**config.mk**
```make
export PLATFORM = sky130hd
export DESIGN_NAME = safety_island_periph_demux
export DESIGN_NICKNAME = d
export VERILOG_FILES = /design/src/rtl/safety_island_periph_demux.sv
export SDC_FILE = /design/constraint.sdc
export NUM_CORES = 2
export LEC_CHECK = 0
export CAP_MARGIN = 30
export CORE_AREA = 8 8 606 608
export CTS_BUF_LIST = sky130_fd_sc_hd__clkbuf_2 sky130_fd_sc_hd__clkbuf_4 sky130_fd_sc_hd__clkbuf_8
export DETAILED_ROUTE_END_ITERATION = 6
export DIE_AREA = 0 0 614 616
export GPL_ROUTABILITY_DRIVEN = 1
export PLACE_DENSITY = 0.3
export SLEW_MARGIN = 0
export SYNTH_ARGS = -nofsm -noshare
export SYNTH_HDL_FRONTEND = slang
export SYNTH_SLANG_ARGS = --single-unit
export TNS_END_PERCENT = 30
```
**constraint.sdc**
```tcl
create_clock -name clk_i -period 5.7 [get_ports clk_i]
set_input_delay 0.57 -clock clk_i [delete_from_list [all_inputs] [get_ports clk_i]]
set_output_delay 0.57 -clock clk_i [all_outputs]
set_load 0.05 [all_outputs]
```
**src/rtl/safety_island_periph_demux.sv**
```systemverilog
// Address-map-driven demux from the safety island peripheral port to NumPorts targets.
// One transaction in flight, error response on unmapped addresses, per-transaction timeout.
module safety_island_periph_demux #(
  parameter int unsigned          NumPorts      = 10,
  parameter int unsigned          NumRules      = 10,
  parameter int unsigned          AddrWidth     = 32,
  parameter int unsigned          DataWidth     = 32,
  parameter int unsigned          TimeoutCycles = 1024,
  parameter logic [DataWidth-1:0] ErrData       = DataWidth'(32'hBADC_AB1E)
) (
  input  logic                          clk_i,
  input  logic                          rst_ni,
  input  logic [NumRules*3*32-1:0]      addr_map_i,
  input  logic                          default_en_i,
  input  logic [31:0]                   default_idx_i,
  input  logic                          req_i,
  input  logic [AddrWidth-1:0]          addr_i,
  input  logic                          we_i,
  input  logic [DataWidth-1:0]          wdata_i,
  input  logic [DataWidth/8-1:0]        be_i,
  output logic                          gnt_o,
  output logic                          rvalid_o,
  output logic [DataWidth-1:0]          rdata_o,
  output logic                          err_o,
  output logic [NumPorts-1:0]           port_req_o,
  output logic [AddrWidth-1:0]          port_addr_o,
  output logic                          port_we_o,
  output logic [DataWidth-1:0]          port_wdata_o,
  output logic [DataWidth/8-1:0]        port_be_o,
  input  logic [NumPorts-1:0]           port_gnt_i,
  input  logic [NumPorts-1:0]           port_rvalid_i,
  input  logic [NumPorts*DataWidth-1:0] port_rdata_i,
  input  logic [NumPorts-1:0]           port_err_i,
  output logic                          timeout_o,
  output logic                          timeout_sticky_o,
  output logic [31:0]                   timeout_idx_o,
  input  logic                          timeout_clr_i,
  output logic [1:0]                    dbg_state_o
);

  localparam int unsigned     SelW    = (NumPorts > 1) ? $clog2(NumPorts) : 1;
  localparam int unsigned     CntW    = $clog2(TimeoutCycles);
  localparam logic [CntW-1:0] CntLast = CntW'(TimeoutCycles - 1);
  localparam int unsigned     BeW     = DataWidth / 8;

  localparam logic [1:0] IDLE = 2'd0;
  localparam logic [1:0] FWD  = 2'd1;
  localparam logic [1:0] WAIT = 2'd2;
  localparam logic [1:0] RESP = 2'd3;

  // Upstream handshake: a request is accepted in any cycle where req_i and gnt_o
  // are both high; exactly one rvalid_o pulse answers each accepted request.
  logic [1:0]           state_q, state_d;
  logic [SelW-1:0]      sel_q, sel_d;
  logic [AddrWidth-1:0] addr_q, addr_d;
  logic                 we_q, we_d;
  logic [DataWidth-1:0] wdata_q, wdata_d;
  logic [BeW-1:0]       be_q, be_d;
  logic [DataWidth-1:0] rdata_q, rdata_d;
  logic                 err_q, err_d;
  logic [CntW-1:0]      cnt_q, cnt_d;
  logic                 tmo_q, tmo_d;
  logic                 sticky_q, sticky_d;
  logic [31:0]          tidx_q, tidx_d;

  logic [31:0]          rule_idx, rule_start, rule_end;
  logic [63:0]          addr_ext;
  logic                 win_hit, route_ok;
  logic [31:0]          win_idx;
  logic [SelW-1:0]      route_sel;
  logic                 gnt;

  // Walk rules from highest to lowest so the lowest-numbered hit overwrites.
  always_comb begin
    addr_ext   = 64'(addr_i);
    win_hit    = 1'b0;
    win_idx    = '0;
    rule_idx   = '0;
    rule_start = '0;
    rule_end   = '0;
    for (int r = int'(NumRules) - 1; r >= 0; r--) begin
      rule_idx   = addr_map_i[r*96+64 +: 32];
      rule_start = addr_map_i[r*96+32 +: 32];
      rule_end   = addr_map_i[r*96    +: 32];
      if ((rule_start < rule_end) && (addr_ext >= 64'(rule_start)) &&
          (addr_ext < 64'(rule_end))) begin
        win_hit = 1'b1;
        win_idx = rule_idx;
      end
    end
    route_ok  = 1'b0;
    route_sel = '0;
    if (win_hit && (win_idx < 32'(NumPorts))) begin
      route_ok  = 1'b1;
      route_sel = SelW'(win_idx);
    end else if (default_en_i && (default_idx_i < 32'(NumPorts))) begin
      route_ok  = 1'b1;
      route_sel = SelW'(default_idx_i);
    end
  end

  always_comb begin
    state_d  = state_q;
    sel_d    = sel_q;
    addr_d   = addr_q;
    we_d     = we_q;
    wdata_d  = wdata_q;
    be_d     = be_q;
    rdata_d  = rdata_q;
    err_d    = err_q;
    cnt_d    = cnt_q;
    tmo_d    = 1'b0;
    sticky_d = sticky_q & ~timeout_clr_i;
    tidx_d   = tidx_q;
    gnt      = 1'b0;
    case (state_q)
      IDLE: begin
        gnt = req_i;
        if (req_i) begin
          addr_d  = addr_i;
          we_d    = we_i;
          wdata_d = wdata_i;
          be_d    = be_i;
          cnt_d   = '0;
          if (route_ok) begin
            sel_d   = route_sel;
            state_d = FWD;
          end else begin
            rdata_d = ErrData;
            err_d   = 1'b1;
            state_d = RESP;
          end
        end
      end
      FWD, WAIT: begin
        cnt_d = cnt_q + CntW'(1);
        if (state_q == FWD && port_gnt_i[sel_q]) begin
          if (port_rvalid_i[sel_q]) begin
            rdata_d = port_rdata_i[sel_q*DataWidth +: DataWidth];
            err_d   = port_err_i[sel_q];
            state_d = RESP;
          end else begin
            state_d = WAIT;
          end
        end else if (state_q == WAIT && port_rvalid_i[sel_q]) begin
          rdata_d = port_rdata_i[sel_q*DataWidth +: DataWidth];
          err_d   = port_err_i[sel_q];
          state_d = RESP;
        end else if (cnt_q == CntLast) begin
          // Abort: the stuck port is reported, and set beats a concurrent clear.
          rdata_d  = ErrData;
          err_d    = 1'b1;
          tmo_d    = 1'b1;
          sticky_d = 1'b1;
          tidx_d   = 32'(sel_q);
          state_d  = RESP;
        end
      end
      default: state_d = IDLE;
    endcase
  end

  always_ff @(posedge clk_i) begin
    if (!rst_ni) begin
      state_q  <= IDLE;
      sel_q    <= '0;
      addr_q   <= '0;
      we_q     <= 1'b0;
      wdata_q  <= '0;
      be_q     <= '0;
      rdata_q  <= '0;
      err_q    <= 1'b0;
      cnt_q    <= '0;
      tmo_q    <= 1'b0;
      sticky_q <= 1'b0;
      tidx_q   <= '0;
    end else begin
      state_q  <= state_d;
      sel_q    <= sel_d;
      addr_q   <= addr_d;
      we_q     <= we_d;
      wdata_q  <= wdata_d;
      be_q     <= be_d;
      rdata_q  <= rdata_d;
      err_q    <= err_d;
      cnt_q    <= cnt_d;
      tmo_q    <= tmo_d;
      sticky_q <= sticky_d;
      tidx_q   <= tidx_d;
    end
  end

  always_comb begin
    port_req_o = '0;
    if (state_q == FWD) port_req_o[sel_q] = 1'b1;
  end

  assign gnt_o            = gnt & rst_ni;
  assign rvalid_o         = (state_q == RESP);
  assign rdata_o          = rdata_q;
  assign err_o            = err_q;
  assign port_addr_o      = addr_q;
  assign port_we_o        = we_q;
  assign port_wdata_o     = wdata_q;
  assign port_be_o        = be_q;
  assign timeout_o        = tmo_q;
  assign timeout_sticky_o = sticky_q;
  assign timeout_idx_o    = tidx_q;
  assign dbg_state_o      = state_q;

endmodule

```
==> out/results.md <==
| Quantity | Reported |
|---|---|
| Outcome | finished, final reports clean |
| Share of synthesized registers carrying an async set or reset | 0 |
| Crit-path max FO | 8 |
| Standard cell area after detailed placement | 55730 um2 |
| Io pins | 1566 |
| Area of the core region | 357600 um2 |
| Antenna violations before repair | 222 |
| Clock tree skew after final layout | 0.05644 ns |
| Post-Route WL | 345200 um |
| Logic gate share of total power | 0.742 |
| Post-CTS setup-driven buffer insertion count | 0 |
| Total of warnings raised by yosys | 0 |
| Clock latency at the later pin of the worst-skew pair | 0.63 ns |
| Number of global-route vias before repair | 41630 |
| Routability congestion estimate from global placement | 0.8898 |
| Hold violation count in the final report | 0 |
| Syn Std Cell Area | 31920 um2 |
| Arrival time reported for the critical path endpoint | 6.15 ns |
| Floorplan die width | 614 um |
| Maximum number of buffers from clock root to sink | 3 |
| Internal cell power | 4.095 mW |
| Pwr/cell area | 149.0 nW/um2 |
| Fill cell total of the finished layout | 40520 |
| Number of buffers inserted by hold repair at cts | 0 |
| Post-route fraction of the period consumed by the critical path | 0.9800 |
| Wire per inst | 32.24 um |
| Min Clock Period, post-route | 5.586 ns |
| Maximum number of pins on one net before global-route repair | 132 |
| Number of H-tree levels | 4 |
| Residual DRC count | 0 |
| Total of max-cap violations | 0 |
| DR vias | 39540 |
| Worst Hold Margin | 0.3386 ns |
| Starting DRT DRC Count | 2385 |
| Net Sw Frac | 0.5124 |
| First-pass GRT wire length | 433800 um |
| Number of vias per cell | 3.692 |
| Clock transition at the registers of the reported paths | 0.10 ns |
| Syn_area_per_cell | 7.762 um2 |
| Syn-to-layout area delta | 76.59% |
| Number of library cell types mapped by synthesis | 78 |
| Residual overflow from global routing | 0 |
| Number of buffers added by the clock tree synthesis step | 25 |
| Post-route cell area | 56370 um2 |
| Num Clock Sinks | 124 |
| Worst Setup Path Type | input pin to flop |
| Tightest Hold Check Type | input pin to flop |
| Fraction of the yosys area taken by sequential cells | 0.07776 |
| Die area | 378200 um2 |
| Cell with the most instances on the worst path | sky130_fd_sc_hd__buf_4 |
| Nets | 8216 |
| Critical path launch point type | input pin |
| Post-synthesis cell count | 4113 |
| Delay of the slowest cell on the worst path | 0.54 ns |
| Req. time, crit path | 6.27 ns |
| Number of synthesized flops with an enable pin | 0 |
| Cell with the largest stage delay on the worst path | sky130_fd_sc_hd__a311oi_1 |
| Global router's overall resource usage | 0.1750 |
| Estimated wirelength of the detail-placed design | 318200 um |
| Final-report setup violation count | 0 |
| Antenna-violating nets left | 0 |
| Proportion of power drawn by flip-flops and latches | 0.134 |
| Transition at the pin with the smallest max-transition slack | 1.081 ns |
| Fraction of final layout cells sized beyond drive strength 1 | 0.08958 |
| Detailed-router iteration count before antenna repair | 5 |
| Clock tree from TritonCTS | yes |
| Root buffer cell | sky130_fd_sc_hd__clkbuf_8 |
| Setup repair after global routing missed its margin | no |
| Highest attainable clock frequency | 0.1790 GHz |
| Clock network fraction of total power | 0.124 |
| Vertical die dimension | 616 um |
| Slew headroom | 0.2728 |
| Flip-flop and latch count after synthesis | 124 |
| Initial Utilization | 0.08928 |
| Placement row count | 220 |
| IO Port Bufs | 1537 |
| Net load switching power | 4.303 mW |
| Setup crit end kind | flop |
| Pins over their slew limit | 0 |
| Worst path cell trace | clkdlybuf4s50_1 > inv_2 > buf_12 > ha_1 > o2111ai_1 > buf_4 > a211o_1 > a311oi_1 > o211ai_1 > or3_1 > a31oi_1 > buf_4 > o31ai_1 > a2111oi_0 > buf_4 > o22ai_1 > a221oi_2 > nand2_2 > buf_4 > a21oi_1 > o221a_2 |
| Final Core Density | 0.1577 |
| Total leakage power | 24.59 nW |
| Post-synth top flop | sky130_fd_sc_hd__dfxtp_1 |
| Maximum resistive drop on vdd | 0.1733 mV |
metal layers:
| metal | wire [um] | vias to the layer above | global-route usage |
|---|---|---|---|
| met1 | 142300 | 18980 | 0.2098 |
| met5 | 507 | - | 0 |
| li1 | - | 18610 | - |
| met4 | 8412 | 80 | 0.03860 |
| met3 | 21610 | 399 | 0.03801 |
| met2 | 172400 | 1468 | 0.3171 |
Yosys cell counts, types with 9 or more instances:
| master | instances | share of area |
|---|---|---|
| sky130_fd_sc_hd__a21oi_1 | 297 | 0.047 |
| sky130_fd_sc_hd__nor2_1 | 146 | 0.017 |
| sky130_fd_sc_hd__clkbuf_1 | 71 | 0.0083 |
| sky130_fd_sc_hd__mux2_2 | 40 | 0.014 |
| sky130_fd_sc_hd__o21ai_0 | 217 | 0.034 |
| sky130_fd_sc_hd__nand2b_1 | 27 | 0.0053 |
| sky130_fd_sc_hd__mux4_2 | 70 | 0.049 |
| sky130_fd_sc_hd__a21o_1 | 118 | 0.028 |
| sky130_fd_sc_hd__nand2_1 | 389 | 0.046 |
| sky130_fd_sc_hd__buf_4 | 28 | 0.0066 |
| sky130_fd_sc_hd__nand4_1 | 130 | 0.025 |
| sky130_fd_sc_hd__a221oi_1 | 15 | 0.0041 |
| sky130_fd_sc_hd__or2_2 | 9 | 0.0018 |
| sky130_fd_sc_hd__nor3_1 | 46 | 0.0072 |
| sky130_fd_sc_hd__a2111oi_0 | 22 | 0.0060 |
| sky130_fd_sc_hd__a31oi_1 | 23 | 0.0045 |
| sky130_fd_sc_hd__o21a_1 | 36 | 0.0085 |
| sky130_fd_sc_hd__a211oi_1 | 45 | 0.011 |
| sky130_fd_sc_hd__nor2b_1 | 45 | 0.0088 |
| sky130_fd_sc_hd__nand3_1 | 86 | 0.013 |
| sky130_fd_sc_hd__inv_1 | 667 | 0.078 |
| sky130_fd_sc_hd__dfxtp_1 | 124 | 0.078 |
| sky130_fd_sc_hd__o211ai_1 | 36 | 0.0085 |
| sky130_fd_sc_hd__o2111ai_1 | 12 | 0.0033 |
| sky130_fd_sc_hd__o31ai_1 | 31 | 0.0073 |
| sky130_fd_sc_hd__buf_1 | 14 | 0.0016 |
| sky130_fd_sc_hd__a22oi_1 | 42 | 0.0099 |
| sky130_fd_sc_hd__ha_1 | 945 | 0.37 |
| sky130_fd_sc_hd__a21boi_0 | 79 | 0.019 |
| sky130_fd_sc_hd__or4_1 | 15 | 0.0035 |
| sky130_fd_sc_hd__mux2i_1 | 42 | 0.013 |
| sky130_fd_sc_hd__a211o_1 | 10 | 0.0027 |
| sky130_fd_sc_hd__nor4_1 | 64 | 0.013 |
| sky130_fd_sc_hd__o221ai_1 | 9 | 0.0025 |
| sky130_fd_sc_hd__and4_1 | 20 | 0.0055 |
power by group through the flow:
stage | Sequential, mW | Clock [mW] | Combinational (mW)
floorplan | 1.59 | 0 | 2.18
global placement | 1.15 | 0 | 6.12
detailed placement | 1.15 | 0 | 6.33
CTS | 1.14 | 1.16 | 6.36
global route | 1.15 | 1.16 | 6.72
finish | 1.13 | 1.04 | 6.23
critical path, delay by kind of cell:
kind	cells	cell delay, ns
AO/OA/AOI/OAI	11	2.98
adder cells (fa/ha/maj)	1	0.29
buffers and inverters	7	1.63
AND/OR/NAND/NOR	2	0.62
stage by stage:
step | worst slack, ns | setup TNS, ns | std cells | total power [mW]
after CTS | 0.1510 | 0 | 10630 | 8.655
after detailed placement | -0.7239 | -24.77 | 10600 | 7.480
final | 0.1143 | 0 | 10710 | 8.398
after global placement | -0.8911 | -31.66 | 10580 | 7.273
after global routing | 0.01196 | 0 | 10680 | 9.035
after floorplan | 0.9707 | 0 | 4140 | 3.774
flip-flops by register name (all words and copies together), names as in the netlist:
signal and cells:
cnt_q 10, dbg_state_o 2, err_o 1, port_addr_o 32, port_be_o 4, port_wdata_o 32
port_we_o 1, rdata_o 32, sel_q 4, timeout_idx_o 4, timeout_o 1, timeout_sticky_o 1
timing repair:
item | CTS | global route
gates resized for setup | 1 | 5
endpoints found under the setup margin | 11 | 37
pin swaps | 0 | 1
worst paths after layout:
kind,end,start,slack [ns],cells past startpoint
max,sel_q[3]$_SDFFE_PN0P_,addr_i[0],0.11,21
max reg2reg,rdata_o[21]$_SDFFE_PN0P_,sel_q[0]$_SDFFE_PN0P_,1.81,12
min reg2reg,rdata_o[24]$_SDFFE_PN0P_,rdata_o[24]$_SDFFE_PN0P_,0.46,2
min,port_wdata_o[29]$_SDFFE_PN0P_,rst_ni,0.34,2
kinds of logic after synthesis:
kind of cell,share of synthesized area
and+or+nand+nor,0.1556
buffers and inverters,0.09673
xor gates and xnor gates,0.002469
AOI/OAI and AO/OA,0.2203
other,0.0001175
DFF,0.07776
muxes,0.07666
adders and majority gates,0.3704
layout by cell type (no fill, tap or decap), types with 19 or more instances in the layout:
cell type	synthesis	routed
sky130_fd_sc_hd__clkdlybuf4s50_1	0	1480
sky130_fd_sc_hd__ha_1	945	945
sky130_fd_sc_hd__inv_1	667	666
sky130_fd_sc_hd__nand2_1	389	388
sky130_fd_sc_hd__a21oi_1	297	297
sky130_fd_sc_hd__buf_4	28	248
sky130_fd_sc_hd__o21ai_0	217	217
sky130_fd_sc_hd__nor2_1	146	144
sky130_fd_sc_hd__nand4_1	130	130
sky130_fd_sc_hd__dfxtp_1	124	121
sky130_fd_sc_hd__a21o_1	118	118
sky130_fd_sc_hd__nand3_1	86	86
sky130_fd_sc_hd__a21boi_0	79	79
sky130_fd_sc_hd__diode_2	0	74
sky130_fd_sc_hd__mux4_2	70	70
sky130_fd_sc_hd__nor4_1	64	57
sky130_fd_sc_hd__buf_12	0	53
sky130_fd_sc_hd__nor3_1	46	44
sky130_fd_sc_hd__nor2b_1	45	44
sky130_fd_sc_hd__a211oi_1	45	44
sky130_fd_sc_hd__mux2i_1	42	42
sky130_fd_sc_hd__a22oi_1	42	41
sky130_fd_sc_hd__mux2_2	40	40
sky130_fd_sc_hd__o21a_1	36	36
sky130_fd_sc_hd__o211ai_1	36	36
sky130_fd_sc_hd__o31ai_1	31	31
sky130_fd_sc_hd__conb_1	1	28
sky130_fd_sc_hd__clkbuf_8	0	28
sky130_fd_sc_hd__nand2b_1	27	27
sky130_fd_sc_hd__a31oi_1	23	22
sky130_fd_sc_hd__and4_1	20	20
sky130_fd_sc_hd__a2111oi_0	22	19
cell type report:
class                      instances  area [um2]  share of cell area
multi-input combinational       3231       26620              0.4723
timing repair buffer            1806       18160              0.3222
tap                             4773        5972              0.1059
inverter                         667        2504             0.04441
sequential                       124        2491             0.04419
clock buffer                      28       385.4            0.006836
antenna                           74       185.2            0.003285
clock inverter                     5       50.05           0.0008878
Power figures use the tool's default switching activity.
